`src/rtl/ps2_host_tx.sv`:
```
// ps2_host_tx: sends one command byte host-to-device over the PS/2 open-drain pair,
// holding off the mouse receiver for the whole frame.
module ps2_host_tx #(
    parameter int INHIBIT_CYCLES = 12000,
    parameter int TIMEOUT_CYCLES = 2000000,
    parameter int FILTER_CYCLES  = 8
) (
    input  logic       clk_in,
    input  logic       rst_in,
    input  logic [7:0] data_in,
    input  logic       valid_in,
    output logic       ready_out,
    output logic       rx_inhibit_out,
    output logic       done_out,
    output logic       ack_err_out,
    output logic       timeout_out,
    input  logic       ps2_clk_in,
    input  logic       ps2_data_in,
    output logic       ps2_clk_oe_out,
    output logic       ps2_data_oe_out
);
    localparam int TMAX = TIMEOUT_CYCLES > INHIBIT_CYCLES ? TIMEOUT_CYCLES : INHIBIT_CYCLES;
    localparam int TW   = $clog2(TMAX + 1);
    localparam int FW   = $clog2(FILTER_CYCLES + 1);

    typedef enum logic [2:0] {IDLE, INHIBIT, REQ, BITS, ACK_WAIT, RELEASE} state_t;

    state_t        state;
    logic [1:0]    clk_sync, data_sync;
    logic          clk_filt, fall, nack;
    logic [FW-1:0] filt_cnt;
    logic [9:0]    frame;
    logic [3:0]    bit_cnt;
    logic [TW-1:0] timer;
    logic          data_s, timed;

    assign data_s = data_sync[1];
    assign timed  = state != IDLE && state != INHIBIT;

    // the filtered clock only follows a new level once it has held for FILTER_CYCLES samples
    always_ff @(posedge clk_in or negedge rst_in)
        if (!rst_in) begin
            clk_sync  <= 2'b11;
            data_sync <= 2'b11;
            clk_filt  <= 1'b1;
            filt_cnt  <= '0;
            fall      <= 1'b0;
        end else begin
            clk_sync  <= {clk_sync[0], ps2_clk_in};
            data_sync <= {data_sync[0], ps2_data_in};
            fall      <= 1'b0;
            if (clk_sync[1] == clk_filt)
                filt_cnt <= '0;
            else if (filt_cnt == FW'(FILTER_CYCLES - 1)) begin
                clk_filt <= clk_sync[1];
                filt_cnt <= '0;
                fall     <= clk_filt;
            end else
                filt_cnt <= filt_cnt + 1'b1;
        end

    always_ff @(posedge clk_in or negedge rst_in)
        if (!rst_in) begin
            state           <= IDLE;
            ready_out       <= 1'b1;
            rx_inhibit_out  <= 1'b0;
            done_out        <= 1'b0;
            ack_err_out     <= 1'b0;
            timeout_out     <= 1'b0;
            ps2_clk_oe_out  <= 1'b0;
            ps2_data_oe_out <= 1'b0;
            frame           <= '0;
            bit_cnt         <= '0;
            timer           <= '0;
            nack            <= 1'b0;
        end else begin
            done_out    <= 1'b0;
            timeout_out <= 1'b0;
            timer       <= timer + 1'b1;
            if (timed && timer == TW'(TIMEOUT_CYCLES - 1)) begin
                state           <= IDLE;
                ready_out       <= 1'b1;
                rx_inhibit_out  <= 1'b0;
                ps2_clk_oe_out  <= 1'b0;
                ps2_data_oe_out <= 1'b0;
                timeout_out     <= 1'b1;
            end else
                case (state)
                    IDLE: if (valid_in) begin
                        state          <= INHIBIT;
                        ready_out      <= 1'b0;
                        rx_inhibit_out <= 1'b1;
                        ps2_clk_oe_out <= 1'b1;
                        frame          <= {1'b1, ~^data_in, data_in};
                        bit_cnt        <= '0;
                        timer          <= '0;
                    end
                    INHIBIT: if (timer == TW'(INHIBIT_CYCLES - 1)) begin
                        state           <= REQ;
                        ps2_data_oe_out <= 1'b1;
                        timer           <= '0;
                    end
                    REQ: begin
                        state          <= BITS;
                        ps2_clk_oe_out <= 1'b0;
                    end
                    BITS: if (fall) begin
                        ps2_data_oe_out <= ~frame[bit_cnt];
                        bit_cnt         <= bit_cnt + 1'b1;
                        state           <= bit_cnt == 4'd9 ? ACK_WAIT : BITS;
                    end
                    ACK_WAIT: if (fall) begin
                        nack  <= data_s;
                        state <= RELEASE;
                    end
                    RELEASE: if (clk_filt && data_s) begin
                        done_out       <= 1'b1;
                        ack_err_out    <= nack;
                        ready_out      <= 1'b1;
                        rx_inhibit_out <= 1'b0;
                        state          <= IDLE;
                    end
                    default: state <= IDLE;
                endcase
        end
endmodule

```
`config.mk`:
```
export PLATFORM = sky130hd
export DESIGN_NAME = ps2_host_tx
export DESIGN_NICKNAME = d
export VERILOG_FILES = /design/src/rtl/ps2_host_tx.sv
export SDC_FILE = /design/constraint.sdc
export NUM_CORES = 1
export LEC_CHECK = 0
export ABC_AREA = 1
export BUFFER_PORTS_ARGS = -buffer_cell sky130_fd_sc_hd__buf_2
export CORE_ASPECT_RATIO = 2
export CORE_MARGIN = 4
export CORE_UTILIZATION = 55
export DETAILED_ROUTE_END_ITERATION = 8
export PLACE_DENSITY = 0.73
export SYNTH_ARGS = -nofsm -noshare
export SYNTH_HDL_FRONTEND = slang
export SYNTH_SLANG_ARGS = --single-unit
```
`constraint.sdc`:
```
create_clock -name clk_in -period 1.8 [get_ports clk_in]
set_input_delay 0.27 -clock clk_in [delete_from_list [all_inputs] [get_ports clk_in]]
set_output_delay 0.27 -clock clk_in [all_outputs]
set_load 0.02 [all_outputs]
```
-- After elaboration in Yosys (flattened, before gate mapping)
Cells that the tools add are included.
- order comparisons: 1
- bitwise gates (word level): 3
- div/mod/pow operators: 0
- shift operators: 0
- equality and inequality tests: 18
- multipliers: 0
- mux-type cells: 39
- reductions and logical operators: 19
- add/subtract/negate cells: 3
- operators by type and width (kind ; count):
    $mux W21 ; 3
    $pmux W21 S2 ; 1
    $add A21 B1 Y21 const B ; 1
    $eq A21 B14 Y1 const B ; 1
    $eq A21 B21 Y1 const B ; 1
    $mux W3 ; 7
    $pmux W3 S6 ; 1
    $mux W1 ; 17
    $mux W4 ; 4
    $ne A3 B3 Y1 const B ; 5
    $reduce_and A3 Y1 ; 5
    $reduce_bool A3 Y1 ; 4
    $add A4 B1 Y4 const B ; 2
    $pmux W1 S2 ; 4
    $pmux W4 S2 ; 1
    $reduce_xnor A8 Y1 ; 1
    $eq A3 B2 Y1 const B ; 2
    $eq A3 B3 Y1 const B ; 2
    $lt A4 B5 Y1 const B ; 1
    $reduce_and A5 Y1 ; 1
    $bmux W1 S4 ; 1
    $eq A4 B3 Y1 const B ; 1
    $eq A4 B4 Y1 const B ; 1
    $ne A2 B2 Y1 const B ; 2
    9 further kinds ; 14
- bits in latches: 0
- RAM bits: 0
- register bits after elaboration: 56
- bits in read-only memories: 0
- memories kept: 0

-- Logic depth before layout (Yosys ltp)
- word-level depth: 6
- depth in mapped cells: 12

-- Least setup slack after synthesis
OpenSTA, ideal clock, no wires.
- kind: register -> register
- from: register timer[0]
- to: register ps2_data_oe_out
- stages on the path, launching flop included: 12
- path buffers: 1
- arrival time: 1.513 ns
- slack: 0.166 ns
- clock period less this slack: 1.634 ns
- library setup time: 0.120 ns
- cells stage by stage: dfrtp_1 ha_1 nand2_1 inv_1 nand2_1 nor2_1 nand3_2 buf_6 nand2_1 nand2_1 o21ai_0 nand2_1
- longest elaborated chain between the ends: 4
- RTL lines (element ; line ; RTL):
    start: declaration ; 34 ; logic [TW-1:0] timer;
    start signal: assignment ; 79 ; timer <= timer + 1'b1;
    $eq A21 B21 Y1 ; 80 ; if (timed && timer == TW'(TIMEOUT_CYCLES - 1)) begin
    $logic_and A1 B1 Y1 ; 80 ;
    $ne A3 B3 Y1 (no source line) or $reduce_bool A3 Y1 (tied branches) ; -- ;
    $reduce_and A3 Y1 (no source line) ; -- ;
    end signal: assignment ; 108 ; ps2_data_oe_out <= ~frame[bit_cnt];
    end: declaration ; 20 ; output logic ps2_data_oe_out
Several ways; a longest one is shown, not always the timed one.
A chain may end at the register's enable or synchronous reset.

-- Final worst setup path
- from: register timer[1]
- to: register timer[20]
- longest elaborated chain between the ends: 4
- RTL lines (element ; line ; RTL):
    $add A21 B1 Y21 or $eq A21 B14 Y1 (tied branches) ; 79, 98 ;
    $mux W21 (on tied branches) ; 98, 89 ;
    $pmux W21 S2 ; 88 ; case (state)
    $mux W21 * ; 80 ;
Every way passes the cells marked *; elsewhere a longest branch is shown, timed or not.

==> impl_metrics.json <==
{
  "status": "complete, no violations",
  "ys_ff_latch": 56,
  "cts_tree": "built",
  "viasPerCell": 5.36,
  "n_antenna_cell": 0,
  "filler_cell_count": 480,
  "hp-class": "in2reg",
  "gp_congestion": 0.985,
  "root_buffer": "clkbuf_8",
  "drtIter0Drc": 109,
  "grt_overflow_total": 0,
  "cts_num_sinks": 56,
  "drv_cap": 0,
  "cellPowerDensity_nw_per_um2": 1260,
  "synth-edff-count": 0,
  "maxSlewViolCount": 0,
  "track_usage_pct": 21.9,
  "synthesis.area_um2": 3000,
  "cts_buffer_depth": 2,
  "ys_seq_area_share_pct": 47.0,
  "regArea_um2": 1410,
  "skew_ns": 0.00917,
  "drt-total-wl_mm": 6.73,
  "finalCritPeriodShare_pct": 95.0,
  "syn_nets": 403,
  "worstPathArrival_ns": 1.96,
  "p_leak_nw": 1.82,
  "drive_above_1_share_pct": 17.2,
  "area_growth_pct": 14.8,
  "grt_pass1_vias": 2617,
  "grt_max_degree": 26,
  "crit_top_cell": "nand2_1",
  "worstMarginPinSlew_ns": 0.547,
  "final_area_um2": 3440,
  "crit_fanout": 4,
  "slew_headroom_pct": 63.5,
  "antenna_found_initial": 0,
  "core_area_um2": 5230,
  "num_vias": 2584,
  "place_ws_ns": 0.0248,
  "remaining_drc_errors": 0,
  "synth_area_leaders": "dfrtp_1, nand2_1, inv_1",
  "r2r_slack_ns": 0.09,
  "slowest_delay_ns": 0.38,
  "hold_violations": 0,
  "cts_buffers": 5,
  "die_x_um": 60.2,
  "syn_area_per_cell_um2": 7.76,
  "fp-row-count": 37,
  "drtPass1Iterations": 5,
  "required_ns": 2.05,
  "final_nets": 440,
  "critical_path_buf_inv_count": 1,
  "portBuffers": 19,
  "wl_per_cell_um": 14.0,
  "vdd_drop_max_mv": 0.827,
  "die_height_um": 112,
  "grt_pass1_wl_mm": 11.4,
  "clk_latency_ns": 0.31,
  "fmaxAchievable_mhz": 585,
  "htree_levels": 2,
  "path_class": "reg2reg",
  "path_cells": "ha_2, nand2_1, inv_1, nand2_2, nor2_2, nand2_2, nor3_2, nand2_1, nand2_1, nand2_1, nor2_1",
  "multiInputGateArea_um2": 1360,
  "ys.flop_type": "dfrtp_1",
  "synthDistinctLibCells": 31,
  "synthArstFlopShare_pct": 100,
  "period_minus_slack_ns": 1.71,
  "yosys_warnings": 0,
  "hpwlAfterDp_mm": 5.40,
  "worst_slack_ns": 0.0903,
  "dieArea_um2": 6770,
  "startpoint_type": "register",
  "synth_cells": 386,
  "ioPinCount": 20,
  "placed_cell_area_um2": 3250,
  "path_delay_family": "simple AND/OR/NAND/NOR gates",
  "synth.top_cell.area_share_pct": 41.8,
  "yosys.area.top_type": "dfrtp_1",
  "clk_pin_slew_worst_paths_ns": 0.10,
  "start_util_pct": 57.3,
  "slowest_stage": "dfrtp_1",
  "finalSetupViolCount": 0,
  "end_kind": "register",
  "ant_nets": 0
}
[cell type report]
class                   count  share of cell area [%]
repair buffers             36                    7.38
inverters                  61                    6.73
flip-flops and latches     56                    41.0
multi-input cells         263                    39.5
well taps                  58                    2.11
clock inverters             3                    1.35
clock buffers               5                    2.00
[cell families after synthesis]
family / synth area share (%)
adder cells (fa/ha/maj): 1.67
AND/OR/NAND/NOR: 29.9
buffers and inverters: 9.10
AO/OA/AOI/OAI: 5.85
XOR/XNOR: 6.43
flip-flops: 47.0
[layout by cell type (no fill, tap or decap), types with 3 or more instances in the layout]
| cell type | count |
|---|---|
| nand2_1 | 103 |
| inv_1 | 56 |
| dfrtp_1 | 50 |
| nor2_1 | 44 |
| nand3_1 | 24 |
| buf_2 | 19 |
| xor2_1 | 13 |
| o21ai_0 | 13 |
| buf_4 | 13 |
| nand4_1 | 11 |
| xnor2_1 | 9 |
| a31oi_1 | 9 |
| nor2_2 | 6 |
| dfstp_2 | 6 |
| nand3_2 | 5 |
| nor3_1 | 5 |
| clkbuf_8 | 5 |
| inv_2 | 4 |
| o21ai_1 | 3 |
| ha_1 | 3 |
[metrics by stage]
step           utilization [%]  setup TNS, ns  instances  hold WS (ns)  power (mW)
3_3_place_gp              62.1              0        471         0.293        3.41
6_report                  65.7              0        482        0.0569        4.34
4_1_cts                   64.5       -0.00569        480        0.0395        4.30
2_1_floorplan                -              0        386       -0.0256        2.87
5_1_grt                   65.7       -0.00639        482        0.0282        4.70
3_5_place_dp              62.1              0        471         0.289        3.46
[flip-flops by register name, indices dropped and copies added (netlist names), 2 cells and up]
| name | cells |
|---|---|
| bit_cnt | 4 |
| clk_sync | 2 |
| data_sync | 2 |
| filt_cnt | 4 |
| frame | 10 |
| state | 3 |
| timer | 21 |
[synth_stat cells (all sizes together), types with 2 or more instances]
library cell  count
a21oi             2
xor2             13
inv              61
nor2             52
nor3              6
a31oi             9
nand4            11
dfstp             6
nand3            29
ha                4
dfrtp            50
xnor2             9
buf               6
o21ai            16
nand2           106
[layer usage]
metal  global-route usage, %  up-vias  wire length (um)
li1                        -     1279                 -
met1                    21.1     1219              2280
met2                    41.6       61              3910
met3                    2.65       25               166
met4                    12.0        0               372
met5                       0        -                 0
[power breakdown]
group | total (mW) | switching, mW | internal [mW]
Sequential | 1.75 | 0.194 | 1.55
Combinational | 1.77 | 1.06 | 0.708
Clock | 0.831 | 0.412 | 0.420
[what timing repair did]
item                                   4_1_cts  5_1_grt
endpoints found under the hold margin       20        0
gates resized for setup                      0       14
setup endpoints to repair                    1       21
buffers inserted                             0        2
gates cloned                                 0        0
pin swaps                                    0        2
hold buffers                                 1        0
[worst paths after layout]
kind                                   startpoint                     end  depth (start not counted)
setup reg to reg               timer[1]$_DFF_PN0_     timer[20]$_DFF_PN0_                         11
min in group asynchronous                  rst_in      timer[3]$_DFF_PN0_                          2
hold / removal                        ps2_data_in  data_sync[0]$_DFF_PN1_                          1
setup / recovery               timer[1]$_DFF_PN0_     timer[20]$_DFF_PN0_                         11
hold reg to reg            data_sync[0]$_DFF_PN1_  data_sync[1]$_DFF_PN1_                          0
max in group asynchronous                  rst_in  data_sync[1]$_DFF_PN1_                          3
Power figures use the tool's default switching activity.
